`src/rtl/reorder_buf_pkg.sv`:
```
// rtl/reorder_buf_pkg.sv - shared constants and entry classes for the reorder buffer
package reorder_buf_pkg;

   localparam int ROB_XLEN  = 32;
   localparam int ROB_DEPTH = 16;
   localparam int ROB_N_CDB = 2;

   typedef enum logic [1:0] {
      CLS_ALU = 2'd0,
      CLS_BR  = 2'd1,
      CLS_ST  = 2'd2
   } rob_cls_e;

   function automatic rob_cls_e rob_classify(input logic is_br, input logic is_store);
      if (is_br)
         return CLS_BR;
      else if (is_store)
         return CLS_ST;
      else
         return CLS_ALU;
   endfunction

endpackage

```
`src/rtl/rob_cdb_merge.sv`:
```
// rtl/rob_cdb_merge.sv - per-entry merge of CDB channels and operand lookup with CDB bypass
module rob_cdb_merge
   import reorder_buf_pkg::*;
#(
   parameter int DEPTH = ROB_DEPTH,
   parameter int XLEN  = ROB_XLEN,
   parameter int N_CDB = ROB_N_CDB,
   parameter int TAG_W = $clog2(DEPTH)
) (
   input  logic [N_CDB-1:0]            cdb_valid_i,
   input  logic [N_CDB*TAG_W-1:0]      cdb_tag_i,
   input  logic [N_CDB*XLEN-1:0]       cdb_val_i,
   input  logic [N_CDB-1:0]            cdb_taken_i,
   input  logic [N_CDB*XLEN-1:0]       cdb_target_i,
   input  logic [DEPTH-1:0]            busy_i,
   input  logic [DEPTH-1:0]            ent_ready_i,
   input  logic [DEPTH-1:0][XLEN-1:0]  ent_val_i,
   input  logic [TAG_W-1:0]            qa_tag_i,
   input  logic [TAG_W-1:0]            qb_tag_i,
   output logic [DEPTH-1:0]            wr_en_o,
   output logic [DEPTH-1:0][XLEN-1:0]  wr_val_o,
   output logic [DEPTH-1:0]            wr_taken_o,
   output logic [DEPTH-1:0][XLEN-1:0]  wr_target_o,
   output logic                        qa_ready_o,
   output logic [XLEN-1:0]             qa_val_o,
   output logic                        qb_ready_o,
   output logic [XLEN-1:0]             qb_val_o
);

   logic [TAG_W-1:0] wr_tag;

   // Ascending scan: a later (higher-index) channel overwrites an earlier one on the same tag.
   always_comb begin
      wr_en_o     = '0;
      wr_val_o    = '0;
      wr_taken_o  = '0;
      wr_target_o = '0;
      wr_tag      = '0;
      for (int k = 0; k < N_CDB; k++) begin
         wr_tag = cdb_tag_i[k*TAG_W +: TAG_W];
         if (cdb_valid_i[k] && busy_i[wr_tag]) begin
            wr_en_o[wr_tag]     = 1'b1;
            wr_val_o[wr_tag]    = cdb_val_i[k*XLEN +: XLEN];
            wr_taken_o[wr_tag]  = cdb_taken_i[k];
            wr_target_o[wr_tag] = cdb_target_i[k*XLEN +: XLEN];
         end
      end
   end

   always_comb begin
      qa_ready_o = ent_ready_i[qa_tag_i];
      qa_val_o   = ent_val_i[qa_tag_i];
      qb_ready_o = ent_ready_i[qb_tag_i];
      qb_val_o   = ent_val_i[qb_tag_i];
      for (int k = 0; k < N_CDB; k++) begin
         if (cdb_valid_i[k] && (cdb_tag_i[k*TAG_W +: TAG_W] == qa_tag_i)) begin
            qa_ready_o = 1'b1;
            qa_val_o   = cdb_val_i[k*XLEN +: XLEN];
         end
         if (cdb_valid_i[k] && (cdb_tag_i[k*TAG_W +: TAG_W] == qb_tag_i)) begin
            qb_ready_o = 1'b1;
            qb_val_o   = cdb_val_i[k*XLEN +: XLEN];
         end
      end
   end

endmodule

```
`src/rtl/reorder_buf.sv`:
```
// rtl/reorder_buf.sv - circular reorder buffer with in-order commit, branch training and flush
module reorder_buf
   import reorder_buf_pkg::*;
#(
   parameter int DEPTH = ROB_DEPTH,
   parameter int XLEN  = ROB_XLEN,
   parameter int N_CDB = ROB_N_CDB,
   parameter int TAG_W = $clog2(DEPTH)
) (
   input  logic                   clk,
   input  logic                   rst,
   input  logic                   rdy,
   output logic                   full_o,
   input  logic                   alloc_valid_i,
   input  logic [XLEN-1:0]        alloc_pc_i,
   input  logic [4:0]             alloc_rd_i,
   input  logic                   alloc_is_br_i,
   input  logic                   alloc_pred_taken_i,
   input  logic                   alloc_is_store_i,
   output logic [TAG_W-1:0]       alloc_tag_o,
   input  logic [TAG_W-1:0]       qa_tag_i,
   input  logic [TAG_W-1:0]       qb_tag_i,
   output logic                   qa_ready_o,
   output logic                   qb_ready_o,
   output logic [XLEN-1:0]        qa_val_o,
   output logic [XLEN-1:0]        qb_val_o,
   input  logic [N_CDB-1:0]       cdb_valid_i,
   input  logic [N_CDB*TAG_W-1:0] cdb_tag_i,
   input  logic [N_CDB*XLEN-1:0]  cdb_val_i,
   input  logic [N_CDB-1:0]       cdb_taken_i,
   input  logic [N_CDB*XLEN-1:0]  cdb_target_i,
   output logic                   store_go_o,
   input  logic                   store_done_i,
   output logic                   commit_valid_o,
   output logic [4:0]             commit_rd_o,
   output logic [XLEN-1:0]        commit_val_o,
   output logic [TAG_W-1:0]       commit_tag_o,
   output logic                   bp_upd_o,
   output logic [XLEN-1:0]        bp_pc_o,
   output logic                   bp_taken_o,
   output logic                   bp_hit_o,
   output logic                   flush_o,
   output logic [XLEN-1:0]        flush_pc_o
);

   logic [TAG_W-1:0] head_q, head_d, tail_q, tail_d;
   logic [TAG_W:0]   count_q, count_d;
   logic [DEPTH-1:0] ready_q, ready_d;

   logic [XLEN-1:0]            ent_pc_q     [DEPTH];
   logic [4:0]                 ent_rd_q     [DEPTH];
   rob_cls_e                   ent_cls_q    [DEPTH];
   logic [XLEN-1:0]            ent_target_q [DEPTH];
   logic [DEPTH-1:0]           ent_pred_q, ent_taken_q;
   logic [DEPTH-1:0][XLEN-1:0] ent_val_q;

   logic            commit_valid_q, commit_valid_d;
   logic [4:0]      commit_rd_q, commit_rd_d;
   logic [XLEN-1:0] commit_val_q, commit_val_d;
   logic [TAG_W-1:0] commit_tag_q, commit_tag_d;
   logic            bp_upd_q, bp_upd_d, bp_taken_q, bp_taken_d, bp_hit_q, bp_hit_d;
   logic [XLEN-1:0] bp_pc_q, bp_pc_d;
   logic            flush_q, flush_d;
   logic [XLEN-1:0] flush_pc_q, flush_pc_d;

   logic                       empty, full, alloc_fire, commit_fire, store_go;
   logic                       head_br, head_taken, head_mispred;
   logic [N_CDB-1:0]           cdb_valid_eff;
   logic [DEPTH-1:0]           busy, cdb_wr_en, cdb_wr_taken;
   logic [DEPTH-1:0][XLEN-1:0] cdb_wr_val, cdb_wr_target;

   // An entry is live when its distance from head is below the occupancy count.
   for (genvar i = 0; i < DEPTH; i++) begin : g_busy
      logic [TAG_W-1:0] off;
      assign off     = TAG_W'(i) - head_q;
      assign busy[i] = {1'b0, off} < count_q;
   end

   assign full          = (count_q == (TAG_W+1)'(DEPTH));
   assign empty         = (count_q == '0);
   assign cdb_valid_eff = (rdy && !flush_q) ? cdb_valid_i : '0;
   assign alloc_fire    = rdy && alloc_valid_i && !full && !flush_q;
   assign commit_fire   = rdy && !empty && ready_q[head_q] && !flush_q;
   assign store_go      = !empty && (ent_cls_q[head_q] == CLS_ST) && !ready_q[head_q];
   assign head_br       = (ent_cls_q[head_q] == CLS_BR);
   assign head_taken    = ent_taken_q[head_q];
   assign head_mispred  = head_br && (ent_pred_q[head_q] != head_taken);

   rob_cdb_merge #(
      .DEPTH (DEPTH),
      .XLEN  (XLEN),
      .N_CDB (N_CDB),
      .TAG_W (TAG_W)
   ) u_merge (
      .cdb_valid_i  (cdb_valid_eff),
      .cdb_tag_i    (cdb_tag_i),
      .cdb_val_i    (cdb_val_i),
      .cdb_taken_i  (cdb_taken_i),
      .cdb_target_i (cdb_target_i),
      .busy_i       (busy),
      .ent_ready_i  (ready_q),
      .ent_val_i    (ent_val_q),
      .qa_tag_i     (qa_tag_i),
      .qb_tag_i     (qb_tag_i),
      .wr_en_o      (cdb_wr_en),
      .wr_val_o     (cdb_wr_val),
      .wr_taken_o   (cdb_wr_taken),
      .wr_target_o  (cdb_wr_target),
      .qa_ready_o   (qa_ready_o),
      .qa_val_o     (qa_val_o),
      .qb_ready_o   (qb_ready_o),
      .qb_val_o     (qb_val_o)
   );

   always_comb begin
      head_d         = head_q;
      tail_d         = tail_q;
      count_d        = count_q;
      ready_d        = ready_q;
      commit_valid_d = 1'b0;
      commit_rd_d    = commit_rd_q;
      commit_val_d   = commit_val_q;
      commit_tag_d   = commit_tag_q;
      bp_upd_d       = 1'b0;
      bp_pc_d        = bp_pc_q;
      bp_taken_d     = bp_taken_q;
      bp_hit_d       = bp_hit_q;
      flush_d        = 1'b0;
      flush_pc_d     = flush_pc_q;
      if (flush_q) begin
         head_d  = '0;
         tail_d  = '0;
         count_d = '0;
         ready_d = '0;
      end else begin
         ready_d = ready_q | cdb_wr_en;
         if (store_go && store_done_i)
            ready_d[head_q] = 1'b1;
         if (alloc_fire) begin
            ready_d[tail_q] = 1'b0;
            tail_d          = tail_q + TAG_W'(1);
         end
         if (commit_fire) begin
            head_d = head_q + TAG_W'(1);
            if (ent_rd_q[head_q] != 5'd0) begin
               commit_valid_d = 1'b1;
               commit_rd_d    = ent_rd_q[head_q];
               commit_val_d   = ent_val_q[head_q];
               commit_tag_d   = head_q;
            end
            if (head_br) begin
               bp_upd_d   = 1'b1;
               bp_pc_d    = ent_pc_q[head_q];
               bp_taken_d = head_taken;
               bp_hit_d   = !head_mispred;
            end
            if (head_mispred) begin
               flush_d    = 1'b1;
               flush_pc_d = head_taken ? ent_target_q[head_q] : ent_pc_q[head_q] + XLEN'(4);
            end
         end
         case ({alloc_fire, commit_fire})
            2'b10:   count_d = count_q + (TAG_W+1)'(1);
            2'b01:   count_d = count_q - (TAG_W+1)'(1);
            default: count_d = count_q;
         endcase
      end
   end

   always_ff @(posedge clk) begin
      if (rst) begin
         head_q         <= '0;
         tail_q         <= '0;
         count_q        <= '0;
         ready_q        <= '0;
         commit_valid_q <= 1'b0;
         commit_rd_q    <= '0;
         commit_val_q   <= '0;
         commit_tag_q   <= '0;
         bp_upd_q       <= 1'b0;
         bp_pc_q        <= '0;
         bp_taken_q     <= 1'b0;
         bp_hit_q       <= 1'b0;
         flush_q        <= 1'b0;
         flush_pc_q     <= '0;
      end else if (rdy) begin
         head_q         <= head_d;
         tail_q         <= tail_d;
         count_q        <= count_d;
         ready_q        <= ready_d;
         commit_valid_q <= commit_valid_d;
         commit_rd_q    <= commit_rd_d;
         commit_val_q   <= commit_val_d;
         commit_tag_q   <= commit_tag_d;
         bp_upd_q       <= bp_upd_d;
         bp_pc_q        <= bp_pc_d;
         bp_taken_q     <= bp_taken_d;
         bp_hit_q       <= bp_hit_d;
         flush_q        <= flush_d;
         flush_pc_q     <= flush_pc_d;
      end
   end

   // Payload storage needs no reset: an entry's ready bit gates every use of it.
   always_ff @(posedge clk) begin
      if (alloc_fire) begin
         ent_pc_q[tail_q]   <= alloc_pc_i;
         ent_rd_q[tail_q]   <= alloc_rd_i;
         ent_cls_q[tail_q]  <= rob_classify(alloc_is_br_i, alloc_is_store_i);
         ent_pred_q[tail_q] <= alloc_pred_taken_i;
      end
      for (int e = 0; e < DEPTH; e++) begin
         if (cdb_wr_en[e]) begin
            ent_val_q[e]    <= cdb_wr_val[e];
            ent_taken_q[e]  <= cdb_wr_taken[e];
            ent_target_q[e] <= cdb_wr_target[e];
         end
      end
   end

   assign full_o         = full;
   assign alloc_tag_o    = tail_q;
   assign store_go_o     = store_go;
   assign commit_valid_o = commit_valid_q;
   assign commit_rd_o    = commit_rd_q;
   assign commit_val_o   = commit_val_q;
   assign commit_tag_o   = commit_tag_q;
   assign bp_upd_o       = bp_upd_q;
   assign bp_pc_o        = bp_pc_q;
   assign bp_taken_o     = bp_taken_q;
   assign bp_hit_o       = bp_hit_q;
   assign flush_o        = flush_q;
   assign flush_pc_o     = flush_pc_q;

endmodule

```
`config.mk`:
```
export PLATFORM = sky130hd
export DESIGN_NAME = reorder_buf
export DESIGN_NICKNAME = d
export VERILOG_FILES = /design/src/rtl/reorder_buf_pkg.sv /design/src/rtl/rob_cdb_merge.sv /design/src/rtl/reorder_buf.sv
export SDC_FILE = /design/constraint.sdc
export NUM_CORES = 2
export LEC_CHECK = 0
export CAP_MARGIN = 20
export CORE_MARGIN = 10
export CORE_UTILIZATION = 50
export CTS_BUF_LIST = sky130_fd_sc_hd__clkbuf_8
export DETAILED_ROUTE_END_ITERATION = 16
export PLACE_DENSITY_LB_ADDON = 0.1
export SKIP_CTS_REPAIR_TIMING = 1
export SYNTH_ARGS = -nofsm -noshare
export SYNTH_HDL_FRONTEND = slang
export SYNTH_SLANG_ARGS = --single-unit
```
`constraint.sdc`:
```
create_clock -name clk -period 8.3 [get_ports clk]
set_input_delay 1.66 -clock clk [delete_from_list [all_inputs] [get_ports clk]]
set_output_delay 1.66 -clock clk [all_outputs]
set_load 0.02 [all_outputs]
```
Word-level counts from Yosys, hierarchy flattened
Memories as Yosys holds them, arrays and structs flattened. A register that Yosys moved wholly into a read port is not among the register bits.
Cells that the tools add are included.

storage, ports and cells
  input bits = 193
  memory bits (writable) = 1,136
  bits in registers = 683
  logic and storage cells = 272
  memories kept = 4
  output and inout port bits = 182

operators by class
  bitwise gates (word level) = 9
  order comparisons = 26
  reduce and logical (&&, ||, !) cells = 37
  $add $sub $neg = 21
  multiplexer cells = 118
  equality and inequality tests = 10

memory list
  memory        depth  width  read ports  clocked after memory_dff  wr ports  line               source
  ent_pc_q      16     32     1           1                         1         reorder_buf.sv:50  logic [XLEN-1:0] ent_pc_q [DEPTH];
  ent_target_q  16     32     1           1                         16        reorder_buf.sv:53  logic [XLEN-1:0] ent_target_q [DEPTH];
  ent_rd_q      16     5      1           1                         1         reorder_buf.sv:51  logic [4:0] ent_rd_q [DEPTH];
  ent_cls_q     16     2      1           1                         1         reorder_buf.sv:52  rob_cls_e ent_cls_q [DEPTH];

operators by type and width
  kind                                                                count
  two-way mux 512 bit                                                 4
  AND 512 bit                                                         2
  bitwise mux 512 bit                                                 2
  binary-select mux 32 bit (select 4 bit)                             3
  two-way mux 32 bit                                                  10
  demux 32 bit (select 4 bit)                                         2
  two-way mux 16 bit                                                  8
  < comparator 4 x 5 -> 1 bit                                         16
  two-way mux 1 bit                                                   58
  two-way mux 4 bit                                                   12
  bitwise OR 16 bit                                                   3
  adder 32 x 3 -> 32 bit (second input constant)                      1
  AND 16 bit                                                          2
  bitwise mux 16 bit                                                  2
  subtractor 4 bit (first input constant)                             8
  < comparator 4 x 5 -> 1 bit (second input constant)                 6
  binary-select mux 1 bit (select 4 bit)                              7
  logical AND 1 bit                                                   21
  demux 1 bit (select 4 bit)                                          4
  == test 4 bit                                                       4
  greater-or-equal comparator 4 x 1 -> 1 bit (second input constant)  4
  NOT 16 bit                                                          1
  subtractor 3 x 4 -> 4 bit (first input constant)                    4
  AND reduction 4 bit                                                 3
  other kinds (19)                                                    34

Logic depth before layout (Yosys ltp)
  depth in word-level cells = 15
  depth in mapped cells = 17
  gate-level depth less buffers = 13

Modules after synthesis
A second synthesis with hierarchy kept.

unflattened totals
  cell total of the unflattened synthesis = 5,737
  area total of the unflattened synthesis = 92,648.9 um^2

by module, submodules not included
  module         seq. area each (um^2)  cells an instance  times used  area each (um^2)
  reorder_buf    53,311.1               3,389              1           71,362.2
  rob_cdb_merge  0.0                    2,348              1           21,286.7

Worst setup path after synthesis
OpenSTA, ideal clock, no wires.

  path kind = input port to output port
  start point = input qa_tag_i[0]
  end point = output qa_val_o[12]
  path buffers = 4
  cell stages on the path = 8
  setup slack = 2.317 ns
  data required time = 6.640 ns
  arrival time = 4.323 ns
  cell sequence = clkbuf_1 > clkbuf_1 > buf_1 > xor2_1 > nor3_1 > buf_2 > mux2i_1 > o21ai_0

on the way
  cells in the longest elaborated chain, start to end = 4
  elaborated cells between the ends (all ways) = 8
  classes of those cells = 2 x eq/ne; 4 x mux; 2 x reduce/logical

RTL lines
  what                                                                                  line                                      source
  from (decl)                                                                           reorder_buf.sv:21                         input logic [TAG_W-1:0] qa_tag_i,
  binary-select mux 32 bit (select 4 bit) / == test 4 bit (equally long branches)       rob_cdb_merge.sv:52, rob_cdb_merge.sv:56
  two-way mux 32 bit (implied by the code) / logical AND 1 bit (equally long branches)  rob_cdb_merge.sv:52, rob_cdb_merge.sv:56
  two-way mux 32 bit                                                                    rob_cdb_merge.sv:56                       if (cdb_valid_i[k] && (cdb_tag_i[k*TAG_W +: TAG_W] == qa_tag_i)) begin
  two-way mux 32 bit *                                                                  rob_cdb_merge.sv:56
  to (decl)                                                                             reorder_buf.sv:25                         output logic [XLEN-1:0] qa_val_o,

Mark *: on every way between the ends. The rest lies on a longest branch, timed or not. The select of a mux whose other input is x is not followed.

Worst setup path after layout
  start point = input rdy
  end point = output qa_val_o[29]

on the way
  cells in the longest elaborated chain, start to end = 5
  elaborated cells between the ends (all ways) = 6
  classes of those cells = 3 x mux; 3 x reduce/logical

RTL lines
  what                  line                 source
  from (decl)           reorder_buf.sv:12    input logic rdy,
  logical AND 1 bit *   reorder_buf.sv:81    assign cdb_valid_eff = (rdy && !flush_q) ? cdb_valid_i : '0;
  two-way mux 2 bit *   reorder_buf.sv:81
  logical AND 1 bit     rob_cdb_merge.sv:56
  two-way mux 32 bit    rob_cdb_merge.sv:56
  two-way mux 32 bit *  rob_cdb_merge.sv:56

Mark *: on every way between the ends. The rest lies on a longest branch, timed or not.

==> impl_metrics.ini <==
[grt]
grt_start_max_net_pins = 132
grt_pass1_vias = 65600
grt_pass1_wl_um = 495000
gr-usage-all-layers_pct = 32.7
grt.overflow.total = 0
initial_antenna_violation_count = 51

[floorplanning]
ioPinCount = 375
core-area_um2 = 191000
initial_utilization_pct = 50.4
dieArea_um2 = 210000
placementRows = 160
chipWidth_um = 459
die_height_um = 459

[sta]
final_min_period_over_clock_period_pct = 88.9
final-hold-violation-count = 0
clock.fmax_mhz = 135
final-setup-viol-count = 0
final.setup.worst_slack_ns = 0.918
final_max_slew_viol_count = 0
fin_tns_setup_ns = 0
finClkSkew_ns = 0.0871
worst_pin_slew_ns = 1.19
worst_hold_slack_ns = 0.455
rsz_0062_raised_after_global_routing = false
timing.slew.headroom_pct = 20.6
final.min_clock_period_ns = 7.38

[pwr]
powerDensity_nw_per_um2 = 177
total_power_uw = 19000
share_comb_of_total_power_pct = 5.9
cellInternalPower_uw = 14400
power.share.clock_pct = 41.4
static-leakage-power_uw = 0.0371
worst_ir_drop_vdd_mv = 0.113
p_sw_share_pct = 23.9
netSwitchingPower_uw = 4530
seqPwrFrac_pct = 52.7

[synth]
synth_cell_type_count = 86
syn-cell-area_um2 = 96200
post_synth_inst_count = 7144
synth-compound-area-share_pct = 5.76
synthesis.yosys.warnings = 0
ys_ff_latch = 1823
synth.avg_cell_area_um2 = 13.5
synth_async_sr_flop_share_pct = 0
post_synth_mux_area_share_pct = 25.4
post_synth_and_or_nand_nor_area_fraction_pct = 8.30
synth_edf_count = 1680
largest_family_of_logic_cells_by_synthesized_area = multiplexers
fraction_of_synthesized_cell_area_in_xor_and_xnor_cells_pct = 0.428
synth-main-ff-cell = sky130_fd_sc_hd__edfxtp_1
yosys.area_share.adder_pct = 0.671
synth-seq-area-share_pct = 55.4
syn_nets = 7388

[placement]
detailedPlacementHpwl_um = 199000
place.port_buffers = 374
globalplace.congestion = 0.878
dp_worst_setup_slack_ns = 1.03
dp_cells = 9431

[critical_path]
worst-setup-path-type = input port to output port
cp-startpoint = rdy
setup.worst_path.start_class = input port
critical_path.slowest_cell = sky130_fd_sc_hd__nor2_1
largest_driver_fanout_on_the_critical_path = 8
rr_worst_depth = 12
ff2ff_setup_slack_ns = 1.92
crit_arrival_ns = 5.72
timing.critical_path.cells = clkdlybuf4s50_1 > inv_1 > nor2_1 > and2_0 > nand3_1 > nor3_2 > buf_4 > mux2i_1 > o21ai_0 > buf_4 > clkdlybuf4s50_1
r2r_end = ent_target_q[15][14]
timing.critical_path.slowest_cell_delay_ns = 0.62
critical_path.endpoint_type = output port
timing.critical_path.required_ns = 6.64
critical_path.reg2reg.startpoint = head_q[0]

[hold_path]
hold_path_depth = 2
hold_end = flush_pc_o[10]
holdCritPathClass = flop to flop
hold_start = flush_pc_o[10]

[finish]
stdcell_count = 10000
num-nets-final = 7499
fraction_of_layout_cells_with_a_size_suffix_above_1_pct = 19.2
flow.area_growth_from_synthesis_pct = 11.7

[clock_network]
worst_skew_pair.late_latency_ns = 1.10
ctsHtreeMaxLevel = 5
clkTransAtPathRegs_ns = 0.06
cts-root-to-sink-buffers = 4
ctsRootBufferMaster = sky130_fd_sc_hd__clkbuf_8
cts-buffers-inserted = 331
tritoncts = built
tritoncts_num_sinks = 1823

[job]
drv_cap = 0

[route]
wl_per_cell_um = 35.1
overall_via_count_from_detail_route = 67400
dr_vias_cell = 6.73
number_of_antenna_violating_nets_in_the_routed_design = 0
route.final.wire_length_um = 352000
residual_drc_count = 0
drt-initial-drc-count = 9442
detailedRoute.firstPassIterationCount = 6

[status]
outcome = finished clean
-- layout make-up --
| type | count | area (um^2) |
|---|---|---|
| Inverter | 112 | 443 |
| Multi-Input combinational cell | 4444 | 39400 |
| Tap cell | 2511 | 3140 |
| Clock inverter | 194 | 872 |
| Antenna cell | 27 | 67.6 |
| Clock buffer | 358 | 4930 |
| Timing Repair Buffer | 543 | 5240 |
| Fill cell | 15300 | 83400 |
| Sequential cell | 1823 | 53300 |
-- synth_stat cells (all sizes together) (23+ instances only) --
cell type | number | share of area (%)
edfxtp | 1680 | 52
nand2 | 1542 | 6.0
mux4 | 826 | 20
o21ai | 686 | 3.6
mux2i | 562 | 5.9
clkbuf | 503 | 2.0
buf | 256 | 1.6
nor2 | 145 | 0.57
nand3 | 144 | 0.75
dfxtp | 143 | 3.0
inv | 109 | 0.43
o22ai | 66 | 0.43
a21oi | 59 | 0.31
ha | 50 | 0.65
a22oi | 43 | 0.34
xnor2 | 31 | 0.28
and2 | 25 | 0.16
nor4 | 23 | 0.15
-- layout by cell type, fill, tap and decap left out, types with 20 or more instances in the layout --
cell,Yosys,layout
sky130_fd_sc_hd__a21oi_1,59,57
sky130_fd_sc_hd__mux4_2,780,780
sky130_fd_sc_hd__inv_1,108,229
sky130_fd_sc_hd__mux4_1,46,46
sky130_fd_sc_hd__nor2_1,143,138
sky130_fd_sc_hd__a211oi_1,20,20
sky130_fd_sc_hd__dfxtp_1,143,137
sky130_fd_sc_hd__clkinv_1,3,45
sky130_fd_sc_hd__buf_4,38,153
sky130_fd_sc_hd__clkdlybuf4s50_1,0,365
sky130_fd_sc_hd__edfxtp_1,1680,1680
sky130_fd_sc_hd__a22oi_1,42,42
sky130_fd_sc_hd__xnor2_1,31,31
sky130_fd_sc_hd__nand2_1,1542,1538
sky130_fd_sc_hd__diode_2,0,27
sky130_fd_sc_hd__clkbuf_8,1,358
sky130_fd_sc_hd__nand3_1,144,139
sky130_fd_sc_hd__o22ai_1,66,66
sky130_fd_sc_hd__o21ai_0,683,683
sky130_fd_sc_hd__ha_1,50,50
sky130_fd_sc_hd__mux2i_1,561,561
-- logic make-up (layout without fill, tap and decap cells) --
| group | Yosys count | after routing |
|---|---|---|
| AO/OA/AOI/OAI | 986 | 986 |
| buffers and inverters | 877 | 1207 |
| flip-flops | 1823 | 1823 |
| XOR/XNOR | 47 | 47 |
| multiplexers | 1389 | 1389 |
| AND/OR/NAND/NOR | 1971 | 1971 |
| other | 0 | 27 |
| adder cells (fa/ha/maj) | 51 | 51 |
-- critical path: cells and delay by family --
kind	cells	cell delay [ns]
AO/OA/AOI/OAI	1	0.48
buffers and inverters	5	2.03
multiplexers	1	0.12
AND/OR/NAND/NOR	4	1.41
-- per-stage QoR --
stage	cell area (um^2)	util (%)
2_1_floorplan	96200	-
3_3_place_gp	102000	53.2
3_5_place_dp	102000	53.2
4_1_cts	107000	56.3
5_1_grt	107000	56.3
6_report	107000	56.3
-- power by group through the flow --
stage | sequential, uW | combinational [uW] | clock, uW
after global placement | 10200 | 1090 | 0
after global routing | 10000 | 1170 | 8350
after CTS | 10000 | 1100 | 7920
after floorplan | 10200 | 615 | 0
final | 10000 | 1120 | 7850
after detailed placement | 10200 | 1100 | 0
-- worst max path at each step --
stage,endpoint,slack (ns)
floorplan,qa_val_o[12],2.32
global placement,qa_val_o[29],1.12
detailed placement,qa_val_o[29],1.03
CTS,qa_val_o[29],1.00
global route,qa_val_o[29],0.89
finish,qa_val_o[29],0.92
-- state kept, by name (all words and copies together) (netlist names), named ones only --
name / flops
ent_pc_q: 512
ent_target_q: 512
ent_val_q: 512
ent_rd_q: 80
bp_pc_o: 32
commit_val_o: 32
ent_cls_q: 32
flush_pc_o: 32
ent_pred_q: 16
ent_taken_q: 16
ready_q: 16
commit_rd_o: 5
count_q: 5
alloc_tag_o: 4
commit_tag_o: 4
head_q: 4
bp_hit_o: 1
bp_taken_o: 1
bp_upd_o: 1
commit_valid_o: 1
flush_o: 1
-- per-layer routing --
metal,part of all wire [%],up-vias,global-route usage [%]
li1,-,27500,-
met1,37,34000,43.7
met2,45,4931,49.7
met3,13,1013,8.59
met4,5.1,30,15.9
met5,0.055,-,0.0679
(Power assumes the default switching activity.)
